### config.mk
export PLATFORM = sky130hd
export DESIGN_NAME = map_select_ctrl
export DESIGN_NICKNAME = d
export VERILOG_FILES = /design/src/rtl/map_sel_pkg.sv /design/src/rtl/map_select_ctrl_sync_edge.sv /design/src/rtl/map_select_ctrl.sv
export SDC_FILE = /design/constraint.sdc
export NUM_CORES = 1
export LEC_CHECK = 0
export CORE_UTILIZATION = 47
export DETAILED_ROUTE_END_ITERATION = 12
export HOLD_SLACK_MARGIN = 0.06
export MAX_ROUTING_LAYER = met4
export PLACE_DENSITY = 0.85
export REMOVE_ABC_BUFFERS = 1
export SYNTH_ARGS = -nofsm -noshare
export SYNTH_HDL_FRONTEND = slang
export SYNTH_SLANG_ARGS = --single-unit
### constraint.sdc
create_clock -name clk -period 4.9 [get_ports clk]
set_clock_uncertainty 0.15 [all_clocks]
set_input_delay 0.98 -clock clk [delete_from_list [all_inputs] [get_ports clk]]
set_output_delay 0.98 -clock clk [all_outputs]
set_load 0.02 [all_outputs]
### src/rtl/map_sel_pkg.sv
// Shared types and constants for the mapper-selection controller.
package map_sel_pkg;

   typedef enum logic [1:0] {
      IDLE   = 2'd0,
      ARMED  = 2'd1,
      COMMIT = 2'd2
   } state_e;

   localparam logic [3:0] REG_MAPPER   = 4'd0;
   localparam logic [3:0] REG_LAUNCHER = 4'd1;

   localparam int ST_ERR_BIT   = 31;
   localparam int ST_STATE_HI  = 30;
   localparam int ST_STATE_LO  = 29;
   localparam int ST_TMO_BIT   = 28;

   typedef struct packed {
      logic level;
      logic rise;
      logic fall;
      logic toggle;
   } edge_t;

endpackage

### src/rtl/map_select_ctrl_sync_edge.sv
// N-flop synchroniser with level, rise, fall and toggle indications
// taken from the two oldest flops of the chain.
module sync_edge
   import map_sel_pkg::*;
#(
   parameter int N = 3
) (
   input  logic  clk,
   input  logic  rst_n,
   input  logic  din,
   output edge_t edges
);

   logic [N-1:0] sync;

   // shift chain, sync[N-1] is the oldest sample
   always_ff @(posedge clk or negedge rst_n) begin
      if (!rst_n) begin
         sync <= '0;
      end else begin
         sync <= {sync[N-2:0], din};
      end
   end

   assign edges.level  = sync[N-2];
   assign edges.rise   = sync[N-2] & ~sync[N-1];
   assign edges.fall   = ~sync[N-2] & sync[N-1];
   assign edges.toggle = sync[N-2] ^ sync[N-1];

endmodule

### src/rtl/map_select_ctrl.sv
// Mapper-selection controller: arms a switch from MCU writes and commits it on the
// CPU reset-vector fetch. Optional switch timeout via `define MAP_SEL_TIMEOUT_EN.
module map_select_ctrl
   import map_sel_pkg::*;
#(
   parameter int          MAP_CNT   = 32,
   parameter int          SEL_W     = $clog2(MAP_CNT),
   parameter int          ARGS_W    = 2,
   parameter int          STATUS_W  = 9,
   parameter int          RST_CNT_W = 8,
   parameter logic [7:0]  VEC_LO    = 8'hFC,
   parameter logic [7:0]  VEC_HI    = 8'hFF,
   parameter int          TMO_W     = 16
) (
   input  logic                      clk,
   input  logic                      rst_n,
   input  logic                      m2,
   input  logic [7:0]                cpu_data,
   input  logic [SEL_W+5+ARGS_W-1:0] wr_reg,
   input  logic [3:0]                wr_reg_addr,
   input  logic                      wr_reg_changed,
   input  logic [STATUS_W-1:0]       launcher_status,
   output logic [SEL_W-1:0]          select,
   output logic [MAP_CNT-1:0]        map_reset,
   output logic                      cpu_reset,
   output logic [4:0]                chr_off,
   output logic [ARGS_W-1:0]         map_args,
   output logic                      launcher_buffer_num,
   output logic                      launcher_halt,
   output logic                      launcher_load,
   output logic [31:0]               status_reg,
   output logic                      sel_error
);

   edge_t                m2_e;
   edge_t                wr_e;
   logic [7:0]           data_s1, data_s2, cur_byte;
   logic [RST_CNT_W-1:0] rst_cnt;
   state_e               state;
   logic [SEL_W-1:0]     pending_sel;
   logic [SEL_W-1:0]     wr_sel;
   logic [4:0]           wr_chr;
   logic [ARGS_W-1:0]    wr_args;
   logic [31:0]          wr_sel_wide;
   logic [31:0]          status_next;
   logic                 wr_map, wr_lau, sel_oob, vec_match, tmo_hit, tmo_flag;
   logic                 unused_edges;

   sync_edge #(.N(3)) u_m2_sync (.clk(clk), .rst_n(rst_n), .din(m2),             .edges(m2_e));
   sync_edge #(.N(3)) u_wr_sync (.clk(clk), .rst_n(rst_n), .din(wr_reg_changed), .edges(wr_e));

   assign unused_edges = ^{m2_e.level, m2_e.rise, m2_e.toggle, wr_e.level, wr_e.rise, wr_e.fall};

   assign {wr_args, wr_chr, wr_sel} = wr_reg;
   assign wr_sel_wide = 32'(wr_sel);
   assign sel_oob     = (wr_sel_wide >= 32'(MAP_CNT));
   assign cpu_reset   = &rst_cnt;
   assign wr_map      = wr_e.toggle & ~cpu_reset & (wr_reg_addr == REG_MAPPER);
   assign wr_lau      = wr_e.toggle & ~cpu_reset & (wr_reg_addr == REG_LAUNCHER);
   // cur_byte is the capture that shifts to "previous" on this fall
   assign vec_match   = m2_e.fall & (cur_byte == VEC_LO) & (data_s2 == VEC_HI);

   // per-slot reset: every slot but the active one, all of them while stalled
   always_comb begin
      map_reset = '0;
      for (int n = 0; n < MAP_CNT; n++) begin
         map_reset[n] = (SEL_W'(n) != select) | cpu_reset;
      end
   end

   // status word assembled for reload on the next M2 fall
   always_comb begin
      status_next                          = '0;
      status_next[STATUS_W-1:0]            = launcher_status;
      status_next[ST_TMO_BIT]              = tmo_flag;
      status_next[ST_STATE_HI:ST_STATE_LO] = state;
      status_next[ST_ERR_BIT]              = sel_error;
   end

   // data synchroniser, byte capture and M2-stall counter
   always_ff @(posedge clk or negedge rst_n) begin
      if (!rst_n) begin
         data_s1    <= 8'h00;
         data_s2    <= 8'h00;
         cur_byte   <= 8'h00;
         rst_cnt    <= '0;
         status_reg <= 32'h0000_0000;
      end else begin
         data_s1 <= cpu_data;
         data_s2 <= data_s1;
         if (m2_e.fall) begin
            cur_byte   <= data_s2;
            rst_cnt    <= '0;
            status_reg <= status_next;
         end else if (!cpu_reset) begin
            rst_cnt <= rst_cnt + RST_CNT_W'(1);
         end
      end
   end

   // switch FSM and register-write handling; a mapper write outranks a commit
   always_ff @(posedge clk or negedge rst_n) begin
      if (!rst_n) begin
         state               <= IDLE;
         pending_sel         <= '0;
         select              <= '0;
         chr_off             <= 5'd0;
         map_args            <= '0;
         launcher_buffer_num <= 1'b0;
         launcher_halt       <= 1'b0;
         launcher_load       <= 1'b0;
         sel_error           <= 1'b0;
      end else begin
         launcher_halt <= 1'b0;
         if (wr_map && sel_oob) begin
            sel_error <= 1'b1;
         end
         if (cpu_reset) begin
            state               <= IDLE;
            pending_sel         <= '0;
            select              <= '0;
            chr_off             <= 5'd0;
            map_args            <= '0;
            launcher_buffer_num <= 1'b0;
            launcher_load       <= 1'b0;
         end else begin
            if (wr_lau) begin
               launcher_buffer_num <= wr_reg[0];
               launcher_halt       <= wr_reg[1];
            end
            if (state == COMMIT) begin
               select <= pending_sel;
            end
            if (wr_map) begin
               pending_sel   <= sel_oob ? '0 : wr_sel;
               chr_off       <= wr_chr;
               map_args      <= wr_args;
               state         <= ARMED;
               launcher_load <= 1'b1;
            end else begin
               case (state)
                  IDLE: begin
                     launcher_load <= 1'b0;
                  end
                  ARMED: begin
                     if (vec_match || tmo_hit) begin
                        state         <= COMMIT;
                        launcher_load <= 1'b0;
                     end
                  end
                  COMMIT: begin
                     state <= IDLE;
                  end
                  default: begin
                     state         <= IDLE;
                     launcher_load <= 1'b0;
                  end
               endcase
            end
         end
      end
   end

`ifdef MAP_SEL_TIMEOUT_EN
   logic [TMO_W-1:0] tmo_cnt;

   assign tmo_hit = (state == ARMED) & (&tmo_cnt);

   // counts M2 falls while armed; flag records a commit forced by timeout
   always_ff @(posedge clk or negedge rst_n) begin
      if (!rst_n) begin
         tmo_cnt  <= '0;
         tmo_flag <= 1'b0;
      end else if (cpu_reset) begin
         tmo_cnt <= '0;
      end else if (wr_map) begin
         tmo_cnt  <= '0;
         tmo_flag <= 1'b0;
      end else if (tmo_hit) begin
         tmo_flag <= ~vec_match;
      end else if (state == ARMED && m2_e.fall) begin
         tmo_cnt <= tmo_cnt + TMO_W'(1);
      end
   end
`else
   // without the timeout the width parameter has no effect; the flag reads 0
   assign tmo_hit  = 1'b0;
   assign tmo_flag = (TMO_W < 0);
`endif

endmodule

==> flow_metrics.env <==
export IMPL_status="completed"
export IMPL_core_area_um2=6350
export IMPL_io_buffers=95
export IMPL_fmax_ghz=0.233
export IMPL_swShare_pct=26.7
export IMPL_power_frac_comb_pct=16.1
export IMPL_dp_cells=475
export IMPL_clk_path_buf_depth=2
export IMPL_p_seq_share_pct=48.4
export IMPL_synthFlopType="dfrtp_1"
export IMPL_drtIter0Drc=98
export IMPL_clk_insertion_delay_late_ns=0.34
export IMPL_synth_cells=317
export IMPL_final_cell_mix="nand2_1 (104), clkdlybuf4s50_1 (94), dfrtp_1 (71)"
export IMPL_crit_type="flop to output pin"
export IMPL_antenna_found_initial=0
export IMPL_startpoint_type="flop"
export IMPL_cts_made_buffers=9
export IMPL_yosysTopAreaCell="dfrtp_1"
export IMPL_rsz0062_at_grt="false"
export IMPL_fill_cells=504
export IMPL_place_area_um2=4000
export IMPL_arrival_ns=3.16
export IMPL_tightestPinTransition_ns=0.932
export IMPL_finalHoldViolations=0
export IMPL_largest_reg_flops=11
export IMPL_grt_ovfl_total=0
export IMPL_dpl_worst_slack_ns=0.942
export IMPL_crit_required_ns=3.77
export IMPL_die_area_um2=6910
export IMPL_crit_fanout=20
export IMPL_ys_seq_area_share_pct=57.4
export IMPL_num_vias=2409
export IMPL_r2r_start="rst_cnt[0]"
export IMPL_layout_setup_ws_ns=0.609
export IMPL_setup_viol=0
export IMPL_fin_util_pct=66.4
export IMPL_initial_core_util_pct=48.7
export IMPL_maxCapViolations=0
export IMPL_ys_top_cells_by_area="dfrtp_1 (57%), nand2_1 (13%), buf_4 (5.3%), o211ai_1 (3.2%), o21ai_2 (2.3%)"
export IMPL_p_leak_nw=1.92
export IMPL_viasPerCell=4.91
export IMPL_setup_worst_path_start="rst_cnt[0]"
export IMPL_cts_tree="built"
export IMPL_ir_drop_uv=289
export IMPL_cts_resized=0
export IMPL_firstDrtPassIters=4
export IMPL_rows=29
export IMPL_postCtsHoldBufs=0
export IMPL_p_int_w=0.00105
export IMPL_grt_pass1_wl_um=10600
export IMPL_remaining_drc_errors=0
export IMPL_postCtsSetupBuffers=0
export IMPL_relSlewSlack_pct=37.4
export IMPL_period_needed_ns=4.29
export IMPL_wire_per_inst_um=12.6
export IMPL_area_delta_synth_final_pct=36.3
export IMPL_totalWireLength_um=6180
export IMPL_die_y_um=83.1
export IMPL_avgSynthCellArea_um2=9.76
export IMPL_netlist_area_leader_share_pct=57.4
export IMPL_setup_tns_ns=0
export IMPL_grt_max_degree=42
export IMPL_min_path_type="flop to flop"
export IMPL_nets=447
export IMPL_die_w_um=83.1
export IMPL_finalWeightedCongestion=0.760
export IMPL_ioPinCount=118
export IMPL_clk_pin_slew_worst_paths_ns=0.07
export IMPL_mostFrequentLayoutCell="nand2_1"
export IMPL_dp_hpwl_um=4330
export IMPL_instances_no_fill=491
export IMPL_synth_edf_count=0
export IMPL_ys_warn_count=0
export IMPL_clkSinkCount=71
export IMPL_ant_nets=0
export IMPL_finish_instance_area_um2=4220
export IMPL_grt_pass1_vias=2328
export IMPL_switching_power_w=0.000382
export IMPL_crit_path_end_kind="output pin"
export IMPL_pwr_share_clk_pct=35.5
export IMPL_cts_htree_levels=3
export IMPL_power_density_nw_per_um2=340
export IMPL_synth_cell_types=36
export IMPL_report_final_slew_viol_count=0
export IMPL_fin_crit_sh_pct=87.6
export IMPL_synth_area_um2=3090
export IMPL_drive_gt1_share_pct=7.97
export IMPL_antenna_cells=0
export IMPL_grtUsageTotal_pct=19.8
export IMPL_asyncSetResetFlopFracSynth_pct=100
export IMPL_min_from="data_s1[1]"
export IMPL_ys_ff_latch=71
export IMPL_cts_root_buf="clkbuf_8"
-- routing by layer --
layer | up-vias | GRT usage, % | share of wire, %
li1 | 1183 | - | -
met1 | 1143 | 23.4 | 42
met2 | 76 | 32.7 | 52
met3 | 7 | 4.57 | 4.2
met4 | 0 | 7.99 | 1.5
met5 | - | - | 0
-- critical path: stages (launching register included) --
cell	delay, ns
dfrtp_1	0.42
ha_1	0.26
and3_4	0.17
nand3_2	0.32
inv_2	0.20
nor3_1	0.75
nand2_1	0.12
clkdlybuf4s50_1	0.58
-- cell type report --
cell class / count / area (um^2) / area share, %
Sequential cell: 71 / 1780 / 42.1
Multi-Input combinational cell: 217 / 1110 / 26.4
Timing Repair Buffer: 97 / 961 / 22.8
Clock buffer: 10 / 128 / 3.03
Tap cell: 77 / 96.3 / 2.28
Clock inverter: 6 / 93.8 / 2.23
Inverter: 13 / 48.8 / 1.16
-- worst paths after layout --
kind / endpoint / cells past startpoint / slack [ns]
setup / recovery: map_reset[16] / 7 / 0.61
hold / removal: data_s2[1] / 0 / 0.20
setup reg to reg: state[1] / 6 / 2.53
hold reg to reg: data_s2[1] / 0 / 0.20
max in group asynchronous: data_s2[2] / 2 / 3.13
min in group asynchronous: pending_sel[3] / 1 / 0.52
-- cells by family (layout without fill, tap and decap cells) --
| logic type | Yosys count | after routing | synth area share (%) |
|---|---|---|---|
| other | 1 | 22 | 0.121 |
| buffers and inverters | 50 | 126 | 9.14 |
| adder cells (fa/ha/maj) | 1 | 1 | 0.404 |
| flip-flops | 71 | 71 | 57.4 |
| XOR/XNOR | 4 | 4 | 1.13 |
| multiplexers | 1 | 1 | 0.324 |
| AND/OR/NAND/NOR | 147 | 147 | 22.3 |
| AO/OA/AOI/OAI | 42 | 42 | 9.14 |
-- cell usage after synthesis (2+ instances only) --
| master | count |
|---|---|
| nand2b_1 | 2 |
| clkbuf_1 | 9 |
| buf_4 | 22 |
| a31oi_1 | 4 |
| o21ai_0 | 8 |
| o21ai_2 | 8 |
| o211ai_1 | 13 |
| buf_2 | 4 |
| nand2_1 | 104 |
| and4_1 | 2 |
| nor3b_2 | 2 |
| inv_1 | 12 |
| and3_1 | 3 |
| nand3_1 | 3 |
| nor3_1 | 6 |
| a211oi_1 | 2 |
| nor3b_1 | 4 |
| and3_4 | 2 |
| xor2_1 | 3 |
| nand4_1 | 4 |
| nor2b_1 | 3 |
| and3b_1 | 3 |
| nor2_1 | 5 |
| dfrtp_1 | 71 |
| a21oi_1 | 7 |
-- power by group through the flow --
stage | Sequential, W | Clock [W] | Combinational [W]
CTS | 0.000692 | 0.000522 | 0.000234
detailed placement | 0.000703 | 0 | 0.000232
floorplan | 0.000729 | 0 | 0.0000872
finish | 0.000693 | 0.000509 | 0.000231
global route | 0.000700 | 0.000545 | 0.000254
global placement | 0.000700 | 0 | 0.000227
-- stage by stage --
| step | hold WS [ns] | total power (W) |
|---|---|---|
| finish | 0.199 | 0.00143 |
| global route | 0.208 | 0.00150 |
| CTS | 0.201 | 0.00145 |
| detailed placement | 0.185 | 0.000936 |
| global placement | 0.181 | 0.000927 |
| floorplan | 0.181 | 0.000816 |
Note: power is estimated with default switching activity, not from simulation.
